## src/rtl/unidade_controle_jogo_exp7_if.sv

```systemverilog
// Control/status bundle between the memory-game FSM and its datapath.
// master = FSM side, slave = datapath/top side.
interface unidade_controle_jogo_exp7_if;
  logic       iniciar;
  logic       jogada;
  logic       igual;
  logic       enderecoIgualRodada;
  logic       fimRodada;
  logic       fimMostra;
  logic       timeout;
  logic       zeraE;
  logic       contaE;
  logic       zeraR;
  logic       contaR;
  logic       registraR;
  logic       escreveM;
  logic       zeraT;
  logic       contaT;
  logic       zeraM;
  logic       contaM;
  logic       mostraLed;
  logic       pronto;
  logic       ganhou;
  logic       perdeu;
  logic       db_timeout;
  logic [3:0] db_estado;

  modport master (
    input  iniciar, jogada, igual,
    input  enderecoIgualRodada,
    input  fimRodada, fimMostra, timeout,
    output zeraE, contaE, zeraR, contaR,
    output registraR, escreveM,
    output zeraT, contaT, zeraM, contaM,
    output mostraLed, pronto, ganhou,
    output perdeu, db_timeout, db_estado
  );

  modport slave (
    output iniciar, jogada, igual,
    output enderecoIgualRodada,
    output fimRodada, fimMostra, timeout,
    input  zeraE, contaE, zeraR, contaR,
    input  registraR, escreveM,
    input  zeraT, contaT, zeraM, contaM,
    input  mostraLed, pronto, ganhou,
    input  perdeu, db_timeout, db_estado
  );
endinterface

```

## src/rtl/unidade_controle_jogo_exp7.sv

```systemverilog
// Moore control FSM for the memory game: replay the stored
// sequence each round, then record one new play.
module unidade_controle_jogo_exp7 #(
  parameter bit TIMEOUT_EN  = 1'b1,
  parameter bit REINICIA_EN = 1'b1
) (
  input logic clock,
  input logic reset,
  unidade_controle_jogo_exp7_if.master bus
);

  typedef enum logic [3:0] {
    INICIAL        = 4'h0,
    PREPARACAO     = 4'h1,
    MOSTRA_INICIAL = 4'h2,
    INICIA_RODADA  = 4'h3,
    ESPERA_JOGADA  = 4'h4,
    REGISTRA       = 4'h5,
    COMPARA        = 4'h6,
    PROXIMA_JOGADA = 4'h7,
    FIM_RODADA     = 4'h8,
    ESPERA_NOVA    = 4'h9,
    REGISTRA_NOVA  = 4'hA,
    FIM_GANHOU     = 4'hB,
    FIM_PERDEU     = 4'hC,
    FIM_TIMEOUT    = 4'hD,
    ESCREVE_NOVA   = 4'hE,
    NAO_USADO      = 4'hF
  } estado_t;

  estado_t estado_q;
  estado_t estado_d;

  logic perde_tempo;
  logic reinicia;

  assign perde_tempo = bus.timeout & TIMEOUT_EN;
  assign reinicia    = bus.iniciar & REINICIA_EN;

  always_ff @(posedge clock or negedge reset) begin
    if (!reset) estado_q <= INICIAL;
    else        estado_q <= estado_d;
  end

  // jogada wins over timeout in both wait states
  always_comb begin
    estado_d = estado_q;
    unique case (estado_q)
      INICIAL:
        if (bus.iniciar) estado_d = PREPARACAO;
      PREPARACAO:
        estado_d = MOSTRA_INICIAL;
      MOSTRA_INICIAL:
        if (bus.fimMostra) estado_d = INICIA_RODADA;
      INICIA_RODADA:
        estado_d = ESPERA_JOGADA;
      ESPERA_JOGADA:
        if (bus.jogada)   estado_d = REGISTRA;
        else if (perde_tempo) estado_d = FIM_TIMEOUT;
      REGISTRA:
        estado_d = COMPARA;
      COMPARA:
        if (!bus.igual)
          estado_d = FIM_PERDEU;
        else if (bus.enderecoIgualRodada)
          estado_d = FIM_RODADA;
        else
          estado_d = PROXIMA_JOGADA;
      PROXIMA_JOGADA:
        estado_d = ESPERA_JOGADA;
      FIM_RODADA:
        estado_d = bus.fimRodada ? FIM_GANHOU
                                 : ESPERA_NOVA;
      ESPERA_NOVA:
        if (bus.jogada)   estado_d = REGISTRA_NOVA;
        else if (perde_tempo) estado_d = FIM_TIMEOUT;
      REGISTRA_NOVA:
        estado_d = ESCREVE_NOVA;
      ESCREVE_NOVA:
        estado_d = INICIA_RODADA;
      FIM_GANHOU, FIM_PERDEU, FIM_TIMEOUT:
        if (reinicia) estado_d = PREPARACAO;
      NAO_USADO:
        estado_d = INICIAL;
      default:
        estado_d = INICIAL;
    endcase
  end

  always_comb begin
    bus.zeraE      = 1'b0;
    bus.contaE     = 1'b0;
    bus.zeraR      = 1'b0;
    bus.contaR     = 1'b0;
    bus.registraR  = 1'b0;
    bus.escreveM   = 1'b0;
    bus.zeraT      = 1'b0;
    bus.contaT     = 1'b0;
    bus.zeraM      = 1'b0;
    bus.contaM     = 1'b0;
    bus.mostraLed  = 1'b0;
    bus.pronto     = 1'b0;
    bus.ganhou     = 1'b0;
    bus.perdeu     = 1'b0;
    bus.db_timeout = 1'b0;
    bus.db_estado  = estado_q;
    unique case (estado_q)
      PREPARACAO: begin
        bus.zeraE = 1'b1;
        bus.zeraR = 1'b1;
        bus.zeraT = 1'b1;
        bus.zeraM = 1'b1;
      end
      MOSTRA_INICIAL: begin
        bus.mostraLed = 1'b1;
        bus.contaM    = 1'b1;
      end
      INICIA_RODADA: begin
        bus.zeraE = 1'b1;
        bus.zeraT = 1'b1;
      end
      ESPERA_JOGADA, ESPERA_NOVA:
        bus.contaT = 1'b1;
      REGISTRA: begin
        bus.registraR = 1'b1;
        bus.zeraT     = 1'b1;
      end
      PROXIMA_JOGADA:
        bus.contaE = 1'b1;
      FIM_RODADA:
        bus.zeraT = 1'b1;
      REGISTRA_NOVA: begin
        bus.registraR = 1'b1;
        bus.contaE    = 1'b1;
        bus.zeraT     = 1'b1;
      end
      ESCREVE_NOVA: begin
        bus.escreveM = 1'b1;
        bus.contaR   = 1'b1;
      end
      FIM_GANHOU: begin
        bus.pronto = 1'b1;
        bus.ganhou = 1'b1;
      end
      FIM_PERDEU: begin
        bus.pronto = 1'b1;
        bus.perdeu = 1'b1;
      end
      FIM_TIMEOUT: begin
        bus.pronto     = 1'b1;
        bus.perdeu     = 1'b1;
        bus.db_timeout = 1'b1;
      end
      INICIAL, COMPARA, NAO_USADO: ;
      default: ;
    endcase
  end

endmodule

```

## src/flat_wrapper.sv

```systemverilog
// flat-port wrapper written by rule: the top's interface ports become plain ports
module unidade_controle_jogo_exp7_flat 
#(
  parameter bit TIMEOUT_EN  = 1'b1,
  parameter bit REINICIA_EN = 1'b1
)
  (clock, reset, bus_iniciar, bus_jogada, bus_igual, bus_enderecoIgualRodada, bus_fimRodada, bus_fimMostra, bus_timeout, bus_zeraE, bus_contaE, bus_zeraR, bus_contaR, bus_registraR, bus_escreveM, bus_zeraT, bus_contaT, bus_zeraM, bus_contaM, bus_mostraLed, bus_pronto, bus_ganhou, bus_perdeu, bus_db_timeout, bus_db_estado);
  unidade_controle_jogo_exp7_if bus_i ();
  input logic clock;
  input logic reset;
  input wire logic [$bits(bus_i.iniciar)-1:0] bus_iniciar;
  input wire logic [$bits(bus_i.jogada)-1:0] bus_jogada;
  input wire logic [$bits(bus_i.igual)-1:0] bus_igual;
  input wire logic [$bits(bus_i.enderecoIgualRodada)-1:0] bus_enderecoIgualRodada;
  input wire logic [$bits(bus_i.fimRodada)-1:0] bus_fimRodada;
  input wire logic [$bits(bus_i.fimMostra)-1:0] bus_fimMostra;
  input wire logic [$bits(bus_i.timeout)-1:0] bus_timeout;
  output wire logic [$bits(bus_i.zeraE)-1:0] bus_zeraE;
  output wire logic [$bits(bus_i.contaE)-1:0] bus_contaE;
  output wire logic [$bits(bus_i.zeraR)-1:0] bus_zeraR;
  output wire logic [$bits(bus_i.contaR)-1:0] bus_contaR;
  output wire logic [$bits(bus_i.registraR)-1:0] bus_registraR;
  output wire logic [$bits(bus_i.escreveM)-1:0] bus_escreveM;
  output wire logic [$bits(bus_i.zeraT)-1:0] bus_zeraT;
  output wire logic [$bits(bus_i.contaT)-1:0] bus_contaT;
  output wire logic [$bits(bus_i.zeraM)-1:0] bus_zeraM;
  output wire logic [$bits(bus_i.contaM)-1:0] bus_contaM;
  output wire logic [$bits(bus_i.mostraLed)-1:0] bus_mostraLed;
  output wire logic [$bits(bus_i.pronto)-1:0] bus_pronto;
  output wire logic [$bits(bus_i.ganhou)-1:0] bus_ganhou;
  output wire logic [$bits(bus_i.perdeu)-1:0] bus_perdeu;
  output wire logic [$bits(bus_i.db_timeout)-1:0] bus_db_timeout;
  output wire logic [$bits(bus_i.db_estado)-1:0] bus_db_estado;
  assign bus_i.iniciar = bus_iniciar;
  assign bus_i.jogada = bus_jogada;
  assign bus_i.igual = bus_igual;
  assign bus_i.enderecoIgualRodada = bus_enderecoIgualRodada;
  assign bus_i.fimRodada = bus_fimRodada;
  assign bus_i.fimMostra = bus_fimMostra;
  assign bus_i.timeout = bus_timeout;
  assign bus_zeraE = bus_i.zeraE;
  assign bus_contaE = bus_i.contaE;
  assign bus_zeraR = bus_i.zeraR;
  assign bus_contaR = bus_i.contaR;
  assign bus_registraR = bus_i.registraR;
  assign bus_escreveM = bus_i.escreveM;
  assign bus_zeraT = bus_i.zeraT;
  assign bus_contaT = bus_i.contaT;
  assign bus_zeraM = bus_i.zeraM;
  assign bus_contaM = bus_i.contaM;
  assign bus_mostraLed = bus_i.mostraLed;
  assign bus_pronto = bus_i.pronto;
  assign bus_ganhou = bus_i.ganhou;
  assign bus_perdeu = bus_i.perdeu;
  assign bus_db_timeout = bus_i.db_timeout;
  assign bus_db_estado = bus_i.db_estado;
  unidade_controle_jogo_exp7 #(.TIMEOUT_EN(TIMEOUT_EN), .REINICIA_EN(REINICIA_EN)) u_core (.clock(clock), .reset(reset), .bus(bus_i));
endmodule
```

## config.mk

```make
export PLATFORM = sky130hd
export DESIGN_NAME = unidade_controle_jogo_exp7_flat
export DESIGN_NICKNAME = d
export VERILOG_FILES = /design/src/rtl/unidade_controle_jogo_exp7_if.sv /design/src/rtl/unidade_controle_jogo_exp7.sv /design/src/flat_wrapper.sv
export SDC_FILE = /design/constraint.sdc
export NUM_CORES = 1
export LEC_CHECK = 0
export ABC_AREA = 0
export BUFFER_PORTS_ARGS = -buffer_cell sky130_fd_sc_hd__buf_2
export CAP_MARGIN = 30
export CORE_AREA = 5 5 42 44
export CTS_CLUSTER_SIZE = 12
export DETAILED_ROUTE_END_ITERATION = 12
export DIE_AREA = 0 0 47 49
export PLACE_DENSITY = 0.7
export SLEW_MARGIN = 40
export SYNTH_ARGS = -nofsm -noshare
export SYNTH_HDL_FRONTEND = slang
export SYNTH_SLANG_ARGS = --single-unit
```

## constraint.sdc

```tcl
create_clock -name clock -period 2.4 [get_ports clock]
set_clock_uncertainty 0.05 [all_clocks]
set_input_delay 0.24 -clock clock [delete_from_list [all_inputs] [get_ports clock]]
set_output_delay 0.24 -clock clock [all_outputs]
set_load 0.1 [all_outputs]
```

# Word level (Yosys, flattened, before mapping)
# Cells that the tools add are included.
# word_totals
ff_bits	4
input_bits	9
wordCells	50
# op_classes
n_eq_ne	17
mux	21
reduce_logical	11
# op_table
op	count
$pmux 4 s12	1
$eq 4x4->1 const B	8
$mux 4	7
$eq 4x3->1 const B	4
$mux 1	12
$reduce_or 2->1	6
$eq 4x2->1 const B	2
$reduce_or 5->1	1
$eq 4x1->1 const B	1
$logic_not 4->1	1
$reduce_or 4->1	1
$reduce_or 3->1	1
$mux 2	1
$ne 2x1->1 const B	1
$ne 2x2->1 const B	1
$reduce_and 2->1	1

# Depth between registers and ports, before layout
# logic_depth
ltp_word	4
ltp_mapped	6
mapped_depth_nobuf	4

# Worst setup path after synthesis
# OpenSTA, ideal clock, no wires.
# synth_timing
path_kind	flip-flop to output port
from	register u_core.estado_q[0], in the netlist u_core.bus.db_estado[0]
to	output port bus_zeraR
arrival_ns	3.906
setup_slack_ns	-1.796
path_stages_with_launch	4
path_cell_list	dfrtp_1 > nand2b_1 > nor3_1 > buf_4
# synth_via
elab_chain_len	2
# synth_rtl
element	line	source
start, declared	unidade_controle_jogo_exp7.sv:31	estado_t estado_q;
start signal, assigned	unidade_controle_jogo_exp7.sv:42	else estado_q <= estado_d;
$eq 4x1->1	n/a	
$mux 1	n/a	
end, declared	flat_wrapper.sv:20	output wire logic [$bits(bus_i.zeraR)-1:0] bus_zeraR;
# Every way passes these cells.

# Final worst setup path
# layout_timing
from	register u_core.estado_q[0], in the netlist u_core.bus.db_estado[0]
to	output port bus_contaE
# layout_via
elab_chain_len	3
elab_cells_between_ends	4
classes_between	2 x eq/ne; 1 x mux; 1 x reduce/logical
# layout_rtl
element	line	source
$eq 4x3->1 or $eq 4x4->1 (tied branches)	unidade_controle_jogo_exp7.sv:107	unique case (estado_q)
$reduce_or 2->1 (no line) (*)	n/a	
$mux 1 (*)	unidade_controle_jogo_exp7.sv:107	
end, declared	flat_wrapper.sv:19	output wire logic [$bits(bus_i.contaE)-1:0] bus_contaE;
# Mark *: on every way between the ends. The rest lies on a longest branch, timed or not.

==> results.cfg <==
[clock_network]
hold_buffers = 1
insertion_delay_ns = 0.24
cts-buffers-inserted = 3
clock_path_buffers = 2
h-tree-depth = 1
clk_pin_slew_worst_paths_ns = 0.04
clk_root_buffer_cell = clkbuf_4
tritoncts = built
cts_resized = 0
cts_sinks = 4
post_cts_buffers = 0

[cells_and_area]
largest_reg_flops = 4
diodes = 0
layout-drive-gt1-share = 0.4694
syn2layout_area_growth_pct = 37.71
final_cells = 114
final_nets = 109

[hold_path]
min-delay-start = bus_timeout
holdCritPathClass = input pin to register

[timing]
holdWs_ns = 0.3000
tightest_slew_ns = 0.4905
fmax_mhz = 460.2
hold_viol_final = 0
setup_viol = 0
min_period_ns = 2.173
relSlewSlack = 0.6753
post-route-period-util = 0.9054
slew_viol_final = 0
rsz0062_at_grt = false

[route]
vias = 630
drt_iter0_drc = 16
vias_per_cell = 5.526
drt-total-wl_um = 1459
drt_first_pass_iters = 4
drtAntennaViolNets = 0
drc = 0
avgRoutedWirePerCell_um = 12.80

[die]
coreArea_um2 = 1401
die_w_um = 47
io_pins = 28
start_util = 0.3812
dieArea_um2 = 2303
die_h_um = 49
rows = 14

[critical_path]
worstPathArrival_ns = 1.88
rrSetupSlack_ns = 0.72
cp-endpoint = bus_contaE
r2r-end = u_core.bus.db_estado[1]
worstPathMaxFanout = 16
endpoint_kind = output port
crit_type = register to output port
r2r_cells = 4
reg2reg_from = u_core.bus.db_estado[3]
cp.required_ns = 2.11
critPathLaunchType = register
crit_start = u_core.bus.db_estado[0]

[global_route]
grt_max_degree = 21
antenna_found_initial = 0
grt_pass1_wl_um = 2366
grtUsageTotal = 0.1399
grt_pass1_vias = 533
grt_remaining_overflow = 0

[synthesis]
synth_top_family_by_area = simple AND/OR/NAND/NOR gates
synth_compound_area_frac = 0.2623
netlist_instances = 75
ys_types = 29
syn-num-nets = 84
yosysSeqAreaShare = 0.1874
synth_seq_cells = 4
postSynthAreaPerCell_um2 = 7.123
synth_fa_ha_area_frac = 0
synth-simple-area-share = 0.3817
synth_area_um2 = 534.3
synth.area.mux_share = 0.02108
synth-xor-area-share = 0
ys_warn_count = 0

[run_status]
outcome = completed

[place]
gp_congestion = 0.8166
place_inst = 110
io_buffer_count = 27
hpwl_um = 1083

[flow_run]
drv_cap = 0
cell type report:
class	count	area, um^2
Multi-Input combinational cell	57	415.4
Fill cell	152	665.6
Timing Repair Buffer	28	145.1
Sequential cell	4	110.1
Tap cell	16	20.02
Inverter	6	22.52
Clock buffer	3	22.52
cell usage in the layout, fill, tap and decap left out, types with 2 or more instances in the layout:
| master | n |
|---|---|
| nor2_2 | 2 |
| or3b_1 | 3 |
| nor3_4 | 2 |
| nand2b_1 | 3 |
| nor2b_1 | 3 |
| nor2_1 | 3 |
| dfrtp_4 | 2 |
| inv_1 | 6 |
| a21oi_1 | 3 |
| o211ai_1 | 2 |
| dfrtp_2 | 2 |
| clkbuf_4 | 3 |
| o41ai_1 | 2 |
| o21a_1 | 3 |
| nor3_1 | 2 |
| buf_2 | 27 |
| o22ai_1 | 2 |
| nand2_1 | 8 |
| nor2_4 | 2 |
| o21ai_0 | 2 |
routing by layer:
layer,track usage,routed length (um)
met1,0.1867,608
met2,0.2104,709
met3,0.01107,100
met4,0.08295,40
met5,0,0
cell families (layout without fill, tap and decap cells):
logic type      after synthesis  count (layout)
compound gates               20              20
flops                         4               4
buf+inv                      14              37
mux                           1               1
simple gates                 36              36
worst min path at each step:
stage	end	slack (ns)	cells past startpoint
global route	u_core.bus.db_estado[3]	0.30	3
finish	u_core.bus.db_estado[3]	0.30	3
global placement	u_core.bus.db_estado[2]	-0.003	1
CTS	u_core.bus.db_estado[0]	0.28	2
floorplan	u_core.bus.db_estado[1]	-0.11	0
detailed placement	u_core.bus.db_estado[0]	-0.004	1
worst max-delay path, cell delays in order, from the launching register on:
cell	delay, ns
dfrtp_4	0.55
or3b_1	0.45
o21ai_0	0.09
and2_1	0.13
buf_2	0.42
cell usage after synthesis:
library cell  instances  area, um^2
buf_6                 1       11.26
nor2b_1               3       18.77
and2_4                1       8.760
o21a_1                3       22.52
mux2_1                1       11.26
buf_4                 4       30.03
nand2b_1              4       25.02
nor2_1                7       26.28
a221o_1               1       10.01
nand2_1               8       30.03
buf_2                 3       15.01
and2_1                1       6.260
nand3b_1              1       7.510
a2bb2oi_1             1       8.760
or3b_1                3       26.28
nor4_1                1       6.260
o41ai_1               2       17.52
nand3b_2              1       11.26
inv_1                 6       22.52
nor4b_1               1       8.760
a21oi_1               3       15.01
o21ai_0               3       15.01
dfrtp_1               4       100.1
o22ai_1               3       18.77
a21oi_2               1       8.760
o221ai_1              1       8.760
o211ai_1              2       15.01
nor3_1                4       20.02
nand4b_1              1       8.760
through the flow:
stage | setup slack [ns] | util | TNS [ns] | instance area [um^2]
2_1_floorplan | -0.04144 | - | -0.04144 | 620.6
3_3_place_gp | 0.5055 | 0.5018 | 0 | 703.2
3_5_place_dp | 0.4785 | 0.5018 | 0 | 703.2
4_1_cts | 0.2226 | 0.5250 | 0 | 735.7
5_1_grt | 0.1370 | 0.5250 | 0 | 735.7
6_report | 0.2271 | 0.5250 | 0 | 735.7
Power is not shown: default switching activity piles up to over one toggle a cycle in this logic, so the estimate is an artifact.
